==> src/rtl/uart_tx_arbiter.sv <==
// Round-robin arbiter between two byte sources feeding one 8N1/8N2 UART transmitter.
// Ready is combinational from the valids in IDLE; all serial outputs are registered.
module uart_tx_arbiter #(
  parameter int CLKS_PER_BIT = 345,
  parameter int STOP_BITS    = 1
) (
  input  logic       clk_core,
  input  logic       reset,
  input  logic       req0_valid,
  input  logic [7:0] req0_data,
  output logic       req0_ready,
  input  logic       req1_valid,
  input  logic [7:0] req1_data,
  output logic       req1_ready,
  output logic       tx,
  output logic       busy,
  output logic       owner,
  output logic       frame_done
);

  localparam int CW = $clog2(CLKS_PER_BIT);
  localparam logic [CW-1:0] CNT_MAX   = CW'(CLKS_PER_BIT - 1);
  localparam logic [CW-1:0] CNT_PRE   = CW'(CLKS_PER_BIT - 2);
  localparam logic [2:0]    STOP_LAST = 3'(STOP_BITS - 1);

  typedef enum logic [1:0] {IDLE, START, DATA, STOP} state_t;

  state_t        state_q, state_d;
  logic [CW-1:0] cnt_q, cnt_d;
  logic [2:0]    idx_q, idx_d;
  logic [7:0]    shift_q, shift_d;
  logic          tx_q, tx_d;
  logic          busy_q, busy_d;
  logic          owner_q, owner_d;
  logic          last_q, last_d;
  logic          done_q, done_d;

  logic grant0, grant1, cnt_end;

  // On a tie the requester that did not win last time gets the line.
  assign grant0     = req0_valid & (~req1_valid | last_q);
  assign grant1     = req1_valid & (~req0_valid | ~last_q);
  assign req0_ready = (state_q == IDLE) & grant0 & ~reset;
  assign req1_ready = (state_q == IDLE) & grant1 & ~reset;
  assign cnt_end    = (cnt_q == CNT_MAX);

  // NOTE: combinational next-state logic uses blocking '=' with every output
  // defaulted first, so no path leaves a variable unassigned (no latches).
  always_comb begin
    state_d = state_q;
    cnt_d   = cnt_q;
    idx_d   = idx_q;
    shift_d = shift_q;
    tx_d    = tx_q;
    busy_d  = busy_q;
    owner_d = owner_q;
    last_d  = last_q;
    done_d  = 1'b0;

    unique case (state_q)
      IDLE: begin
        if (req0_ready | req1_ready) begin
          state_d = START;
          shift_d = req1_ready ? req1_data : req0_data;
          owner_d = req1_ready;
          last_d  = req1_ready;
          busy_d  = 1'b1;
          tx_d    = 1'b0;
          cnt_d   = '0;
          idx_d   = '0;
        end
      end
      START: begin
        cnt_d = cnt_q + 1'b1;
        if (cnt_end) begin
          cnt_d   = '0;
          state_d = DATA;
          idx_d   = '0;
          tx_d    = shift_q[0];
          shift_d = shift_q >> 1;
        end
      end
      DATA: begin
        cnt_d = cnt_q + 1'b1;
        if (cnt_end) begin
          cnt_d = '0;
          if (idx_q == 3'd7) begin
            state_d = STOP;
            idx_d   = '0;
            tx_d    = 1'b1;
          end else begin
            idx_d   = idx_q + 3'd1;
            tx_d    = shift_q[0];
            shift_d = shift_q >> 1;
          end
        end
      end
      STOP: begin
        cnt_d = cnt_q + 1'b1;
        // Raised one cycle early so the registered pulse lands on the last stop cycle.
        done_d = (idx_q == STOP_LAST) && (cnt_q == CNT_PRE);
        if (cnt_end) begin
          cnt_d = '0;
          if (idx_q == STOP_LAST) begin
            state_d = IDLE;
            idx_d   = '0;
            busy_d  = 1'b0;
          end else begin
            idx_d = idx_q + 3'd1;
          end
        end
      end
      default: state_d = IDLE;
    endcase
  end

  // NOTE: sequential state uses non-blocking '<='; the shift register is reset
  // too because it is cheap and keeps the idle state fully defined.
  always_ff @(posedge clk_core) begin
    if (reset) begin
      state_q <= IDLE;
      cnt_q   <= '0;
      idx_q   <= '0;
      shift_q <= '0;
      tx_q    <= 1'b1;
      busy_q  <= 1'b0;
      owner_q <= 1'b1;
      last_q  <= 1'b1;
      done_q  <= 1'b0;
    end else begin
      state_q <= state_d;
      cnt_q   <= cnt_d;
      idx_q   <= idx_d;
      shift_q <= shift_d;
      tx_q    <= tx_d;
      busy_q  <= busy_d;
      owner_q <= owner_d;
      last_q  <= last_d;
      done_q  <= done_d;
    end
  end

  assign tx         = tx_q;
  assign busy       = busy_q;
  assign owner      = owner_q;
  assign frame_done = done_q;

endmodule

==> config.mk <==
export PLATFORM = sky130hd
export DESIGN_NAME = uart_tx_arbiter
export DESIGN_NICKNAME = d
export VERILOG_FILES = /design/src/rtl/uart_tx_arbiter.sv
export SDC_FILE = /design/constraint.sdc
export NUM_CORES = 1
export LEC_CHECK = 0
export CORE_MARGIN = 2
export CORE_UTILIZATION = 33
export CTS_BUF_LIST = sky130_fd_sc_hd__clkbuf_16
export DETAILED_ROUTE_END_ITERATION = 10
export PLACE_DENSITY = 0.62
export RECOVER_POWER = 100
export SLEW_MARGIN = 20
export SYNTH_ARGS = -nofsm -noshare
export SYNTH_HDL_FRONTEND = slang
export SYNTH_SLANG_ARGS = --single-unit
==> constraint.sdc <==
create_clock -name clk_core -period 2.09 [get_ports clk_core]
set_input_delay 0.3135 -clock clk_core [delete_from_list [all_inputs] [get_ports clk_core]]
set_output_delay 0.3135 -clock clk_core [all_outputs]
set_load 0.01 [all_outputs]
; Word-level counts from Yosys, hierarchy flattened
; Cells that the tools add are included.
[totals]
ff_bits = 26
input_bits = 20
out_inout_bits = 6
[classes]
add_sub_neg = 2
n_eq_ne = 13
mux = 32
bitwise = 14
reduce_logical = 13
[ops]
columns = operator, count
row1 = 2-to-1 mux 8 bit, 5
row2 = case mux 8 bit (3 select lines), 1
row3 = "== test 9 bit, second input constant", 2
row4 = 2-to-1 mux 3 bit, 6
row5 = 2-to-1 mux 9 bit, 2
row6 = case mux 9 bit (2 select lines), 1
row7 = 2-to-1 mux 2 bit, 6
row8 = "!= test 2 bit, second input constant", 6
row9 = case mux 3 bit (4 select lines), 1
row10 = AND reduction 4 bit, 3
row11 = "adder 9 x 1 -> 9 bit, second input constant", 1
row12 = case mux 2 bit (4 select lines), 1
row13 = 2-to-1 mux 1 bit, 7
row14 = bitwise AND 1 bit, 6
row15 = AND reduction 6 bit, 1
row16 = inverter 1 bit, 5
row17 = AND reduction 5 bit, 1
row18 = "== test 2 bit, second input constant", 2
row19 = "adder 3 x 1 -> 3 bit, second input constant", 1
row20 = "== test 3 bit, second input constant", 1
row21 = logical NOT 3 bit, 1
row22 = bitwise OR 1 bit, 3
row23 = case mux 1 bit (3 select lines), 1
row24 = nonzero test 3 bit, 1
row25 = 9 further kinds, 9

; Longest topological paths before layout
; Gate-level depths: netlist (run 1).
[depth]
depth_word = 8
mapped_depth = 7
depth_no_buf = 6

; Worst setup path after synthesis (run 1)
; OpenSTA, ideal clock, no wires.
[synth_path]
path_type = register to register
start = register state_q[0]
end = register idx_q[1]
setup_time_ns = 0.071
arrival_time_ns = 1.785
required_time_ns = 2.019
setup_slack_ns = 0.235
path_stages_with_launch = 8
synth_period_minus_slack_ns = 1.855
path_cell_list = dfxtp_1 -> inv_1 -> ha_1 -> buf_1 -> nor3_1 -> a21oi_1 -> or4b_1 -> a21oi_1
[synth_via]
elab_chain_cells = 6
elab_cells_between_ends = 15
[synth_lines]
columns = element, line
row1 = from (decl), 28  ; state_t state_q, state_d;
row2 = from (signal assigned), 131  ; state_q <= state_d;
row3 = logical NOT 2 bit, "43, 44, 60"
row4 = "bitwise AND 1 bit, on equally long branches (2 in a row)", "43, 44"
row5 = bitwise OR 1 bit, 62  ; if (req0_ready | req1_ready) begin
row6 = != test 2 x 1 -> 1 bit (no line), n/a
row7 = AND reduction 4 bit (no line), n/a
row8 = to (signal assigned), 133  ; idx_q <= idx_d;
row9 = to (decl), 30  ; logic [2:0] idx_q, idx_d;
; Several ways; a longest one is shown, not always the timed one.
; A chain may end at the register's enable or synchronous reset.

; Final worst setup path (run 1)
[layout_path]
start = register state_q[1]
end = register shift_q[2]
[layout_via]
elab_chain_cells = 6
elab_cells_between_ends = 17
[layout_lines]
columns = element, line
row1 = logical NOT 2 bit, "43, 44, 60"
row2 = "bitwise AND 1 bit, on equally long branches (2 in a row)", "43, 44"
row3 = bitwise OR 1 bit or 2-to-1 mux 8 bit (tied branches), "62, 64"
row4 = != test 2 x 1 -> 1 bit (no line) or 2-to-1 mux 8 bit (tied branches), n/a
row5 = AND reduction 5 bit (no line) or case mux 8 bit (3 select lines) (tied branches), n/a
row6 = to (signal assigned), 134  ; shift_q <= shift_d;
row7 = to (decl), 31  ; logic [7:0] shift_q, shift_d;
; Several ways; a longest one is shown, not always the timed one. The select of a mux whose other input is x is not followed.

==> results.toml, run 1 <==
[status]
status = "finished clean"

[sta]
post-route-period-util_pct = 91.72
max_freq_mhz = 521.6
setup_ws_ps = 173.0
setup_tns_ps = 0
finClkSkew_ps = 4.142
holdWs_ps = 459.5
setup_viol = 0
hold_viol_final = 0
rsz0062_at_grt = "false"
tightest_slew_ps = 450.0
min_period_ps = 1917
max-slew-margin-rel_pct = 69.88
drv_slew = 0

[logic_synthesis]
synthCells = 175
avgSynthCellArea_um2 = 8.930
synth_ff_type = "dfxtp_1"
synth-seq-cells = 26
yosysWarningCount = 0
synth-async-reset-ratio_pct = 0
synth-edff-count = 0
synth_area_mm2 = 0.001563
ys_types = 43
ys_seq_area_share_pct = 33.31
synth_nets = 206

[final_layout]
drive_gt1_share_pct = 8.333
fill_cells = 455
final_cells = 258
syn2layout_area_growth_pct = 25.38
final_common_cell = "dfxtp_1"
antennaDiodeCount = 0
nets = 237
postLayoutCoreUtil_pct = 42.32
postLayoutCellArea_mm2 = 0.001959
final_cell_mix = "dfxtp_1 (26), clkdlybuf4s50_1 (19), nor2_1 (13), nand2_1 (11), ha_1 (11)"

[power_and_ir_drop]
ir_drop_mv = 0.4043
powerDensity_mw_per_mm2 = 1089
p_leak_nw = 0.7638
power.total_mw = 2.134

[worst_setup_path]
crit_fanout = 7
path_cells = "inv_1 -> ha_1 -> and3b_1 -> clkbuf_1 -> and3_1 -> a211o_1 -> a32o_1"
ff2ff_path_depth = 7
cp-start-kind = "flop"
critical_path_required_ps = 2240
cp_num_cells = 7
crit_path_end_kind = "flop"
arrival_ps = 2070
cp-endpoint = "shift_q[2]"
rr_startpoint = "state_q[1]"
r2r_end = "shift_q[2]"
path_buf_inv = 2
critPathSlowestCell = "dfxtp_1"
cp_top_family = "compound AO/OA/AOI/OAI gates"
critical_path.startpoint = "state_q[1]"
critPathMaxStageDelay_ps = 390
crit_type = "flop to flop"
r2r_setup_slack_ps = 170

[clock_network]
cts_tree = "yes"
htree_levels = 1
clk_pin_slew_ps = 60
cts_buffers = 3
post_cts_buffers = 0
cts_root_buf = "clkbuf_16"
insertion_delay_ps = 260
clk_path_buf_depth = 2
clock_sinks = 26

[place]
io_buffers = 25
placed_cell_area_mm2 = 0.001904
dp_hpwl_um = 2520
dp_worst_setup_slack_ps = 17.32
placed_cells = 255
routabilityCongestion = 0.7742

[global_route]
grt_overflow = 0
grt_max_degree = 16
antenna_found_initial = 0
grt_pass1_wl_um = 5920
grt_usage_pct = 13.94
grt_pass1_vias = 1315

[die]
die_area_mm2 = 0.005302
core_area_mm2 = 0.004629
rows = 25
start_util_pct = 33.76
fp.dieW_um = 72.82
ioPinCount = 26
fp.dieH_um = 72.82

[routing]
drc = 0
vias = 1352
vias_per_cell = 5.240
wl_um = 3282
antenna_left = 0
wl_per_cell_um = 12.72
dr.pass1.iters = 4
drt_iter0_drc = 61

[worst_hold_path]
hp-class = "flop to flop"

[flow_run]
cap_violations = 0
cell usage after synthesis, types with 4 or more instances:
| master | n | area, um2 |
|---|---|---|
| a211o_1 | 8 | 70.07 |
| inv_1 | 10 | 37.54 |
| o21ai_0 | 4 | 20.02 |
| nor3_1 | 5 | 25.02 |
| clkbuf_1 | 4 | 15.01 |
| nand2b_1 | 7 | 43.79 |
| dfxtp_1 | 26 | 520.5 |
| ha_1 | 11 | 137.6 |
| a32o_1 | 8 | 80.08 |
| and3_1 | 7 | 43.79 |
| a21oi_1 | 10 | 50.05 |
| xnor2_1 | 8 | 70.07 |
| nand3_1 | 4 | 20.02 |
| nor2_1 | 13 | 48.80 |
| nand2_1 | 11 | 41.29 |
| a211oi_1 | 4 | 30.03 |
state kept, by name (all words and copies together), names as in the netlist:
signal	count
tx	1
busy	1
last_q	1
idx_q	3
shift_q	8
cnt_q	9
frame_done	1
state_q	2
routing by layer:
metal  up-vias  global-route usage [%]  share of wire [%]
met5         -                       0                  0
met4         0                   5.556                2.0
met3         5                   1.381                2.3
met2        18                   23.43                 46
met1       634                   18.29                 50
li1        695                       -                  -
where the power goes:
part | switching (mW) | internal [mW]
combinational | 0.562 | 0.472
sequential | 0.0664 | 0.619
clock | 0.162 | 0.253
worst min-delay path by stage:
stage / startpoint / to / slack [ps] / cells after the start
floorplan: shift_q[7] / shift_q[7] / 430 / 1
global placement: shift_q[7] / shift_q[7] / 440 / 1
detailed placement: shift_q[3] / shift_q[3] / 450 / 1
CTS: shift_q[3] / shift_q[3] / 460 / 1
global route: shift_q[4] / shift_q[4] / 480 / 1
finish: shift_q[7] / shift_q[7] / 460 / 1
final cells by class:
type	count	area (um2)	area share, %
well taps	54	67.56	3.448
repair buffers	35	306.5	15.64
clock buffers	3	75.07	3.831
inverters	10	37.54	1.916
multi-input cells	130	952.2	48.60
flip-flops and latches	26	520.5	26.56
what timing repair did:
action,in CTS,in global routing
gates resized for setup,3,1
endpoints found under the setup margin,2,1
hold buffers,0,0
cells by family after synthesis:
logic type      synth area share [%]
xor+xnor                       4.484
compound gates                 23.46
buf+inv                        5.684
mux                            1.361
fa+ha+maj                      8.807
flops                          33.31
simple gates                   22.90
No activity file was read; power rests on OpenSTA's default activity.
==> run 2, diff against run 1 <==
==> constraint.sdc (replaced) <==
create_clock -name clk_core -period 2.09 [get_ports clk_core]
set_input_delay 0.627 -clock clk_core [delete_from_list [all_inputs] [get_ports clk_core]]
set_output_delay 0.627 -clock clk_core [all_outputs]
set_load 0.01 [all_outputs]
==> run 2 against run 1 <==
  * Clock power grew 1%
  * Routed wire length is 8.1% higher
  * Non-clock buffer count up 13
  * Die area did not move
  * Highest routed layer unchanged
==> results.toml, run 2 (same netlist as run 1, synthesis figures left out) <==
[status]
status = "finished clean"

[place]
placed_cells = 267
dp_hpwl_um = 2729
io_buffers = 25
routabilityCongestion = 0.8558

[final_layout]
final_common_cell = "dfxtp_1"
largest_registers = "cnt_q x9, shift_q x8, idx_q x3"
top_register = "cnt_q"
final_cell_mix = "dfxtp_1 (26), buf_4 (17), clkdlybuf4s50_1 (16), nor2_1 (13)"
final_cells = 271
syn2layout_area_growth_pct = 32.03
largest_register_ffs = 9
drive_gt1_share_pct = 17.05
antennaDiodeCount = 0
nets = 250

[sta]
min_period_ps = 1993
drv_slew = 0
rsz0062_at_grt = "false"
tightest_slew_ps = 426.0
hold_viol_final = 0
setup_tns_ps = 0
max_freq_mhz = 501.7
finClkSkew_ps = 3.773
holdWs_ps = 456.4
setup_viol = 0
post-route-period-util_pct = 95.37
max-slew-margin-rel_pct = 71.49

[global_route]
grt_pass1_vias = 1352
grt_usage_pct = 14.42
antenna_found_initial = 0
grt_overflow = 0
grt_max_degree = 16
grt_pass1_wl_um = 6203

[routing]
wl_per_cell_um = 13.10
vias = 1404
drc = 0
dr.pass1.iters = 4
drt_iter0_drc = 136
antenna_left = 0
wl_um = 3549
vias_per_cell = 5.181

[worst_setup_path]
cp-start-kind = "input port"
critical_path_required_ps = 1460
r2r_end = "shift_q[5]"
crit_path_end_kind = "primary output"
crit_fanout = 2
rr_startpoint = "state_q[0]"
ff2ff_path_depth = 8
arrival_ps = 1370
r2r_setup_slack_ps = 210
crit_type = "input port to primary output"

[die]
core_area_mm2 = 0.004629
ioPinCount = 26
rows = 25
fp.dieH_um = 72.82
die_area_mm2 = 0.005302
start_util_pct = 33.76
fp.dieW_um = 72.82

[clock_network]
htree_levels = 1
cts_buffers = 3
cts_root_buf = "clkbuf_16"
hold_buffers = 0
insertion_delay_ps = 260
clk_pin_slew_ps = 60
clk_path_buf_depth = 2
clock_sinks = 26
cts_tree = "yes"

[worst_hold_path]
worstHoldPathCells = 1
hp-class = "flop to flop"
min_to = "shift_q[4]"
min_from = "shift_q[4]"

[flow_run]
cap_violations = 0

[power_and_ir_drop]
power.total_mw = 2.260
ir_drop_mv = 0.4029
p_leak_nw = 0.8238
powerDensity_mw_per_mm2 = 1095
==> run 2: what timing repair did <==
action / CTS / global route
endpoints found under the hold margin: 0 / 0
pin swaps: 1 / 0
setup buffers: 1 / 0
gates resized for setup: 17 / 2
setup endpoints to repair: 22 / 2
==> run 2: worst max path at each step <==
stage	start	end	slack, ps	depth (start not counted)
finish	reset	req1_ready	100	5
global route	state_q[0]	req1_ready	20	6
CTS	state_q[0]	req1_ready	80	6
detailed placement	req1_valid	req1_ready	-510	5
global placement	req1_valid	req1_ready	-510	5
floorplan	reset	req1_ready	100	5
==> run 2: critical path, stage by stage <==
cell,delay [ps]
dlygate4sd2_1,240
and3b_1,240
nand2_2,60
inv_1,50
clkbuf_1,150
==> run 2: power by group <==
part	total, mW	internal [mW]	switching (mW)
registers	0.682	0.618	0.0639
logic	1.16	0.550	0.607
clock network	0.421	0.254	0.168
total	2.26	1.42	0.839
==> run 2: layout make-up <==
class / count / area [um2]
sequential: 26 / 520.5
tap: 54 / 67.56
inverter: 10 / 37.54
clock buffer: 3 / 75.07
fill: 461 / 2566
timing repair buffer: 48 / 395.4
multi-input combinational: 130 / 967.2
==> run 2: stage by stage <==
step	utilization [%]	instance area, um2	setup slack, ps
after floorplan	-	1563	100.6
after global placement	43.08	1994	-512.1
after detailed placement	43.08	1994	-512.2
after CTS	45.03	2085	82.09
after global routing	44.57	2063	19.71
final	44.57	2063	96.68
==> run 2: layer usage <==
layer / share of wire, % / track usage [%] / vias up
li1: - / - / 726
met3: 2.9 / 2.486 / 4
met5: 0 / 0 / -
met4: 0.96 / 3.086 / 0
met1: 52 / 20.64 / 655
met2: 44 / 22.73 / 19
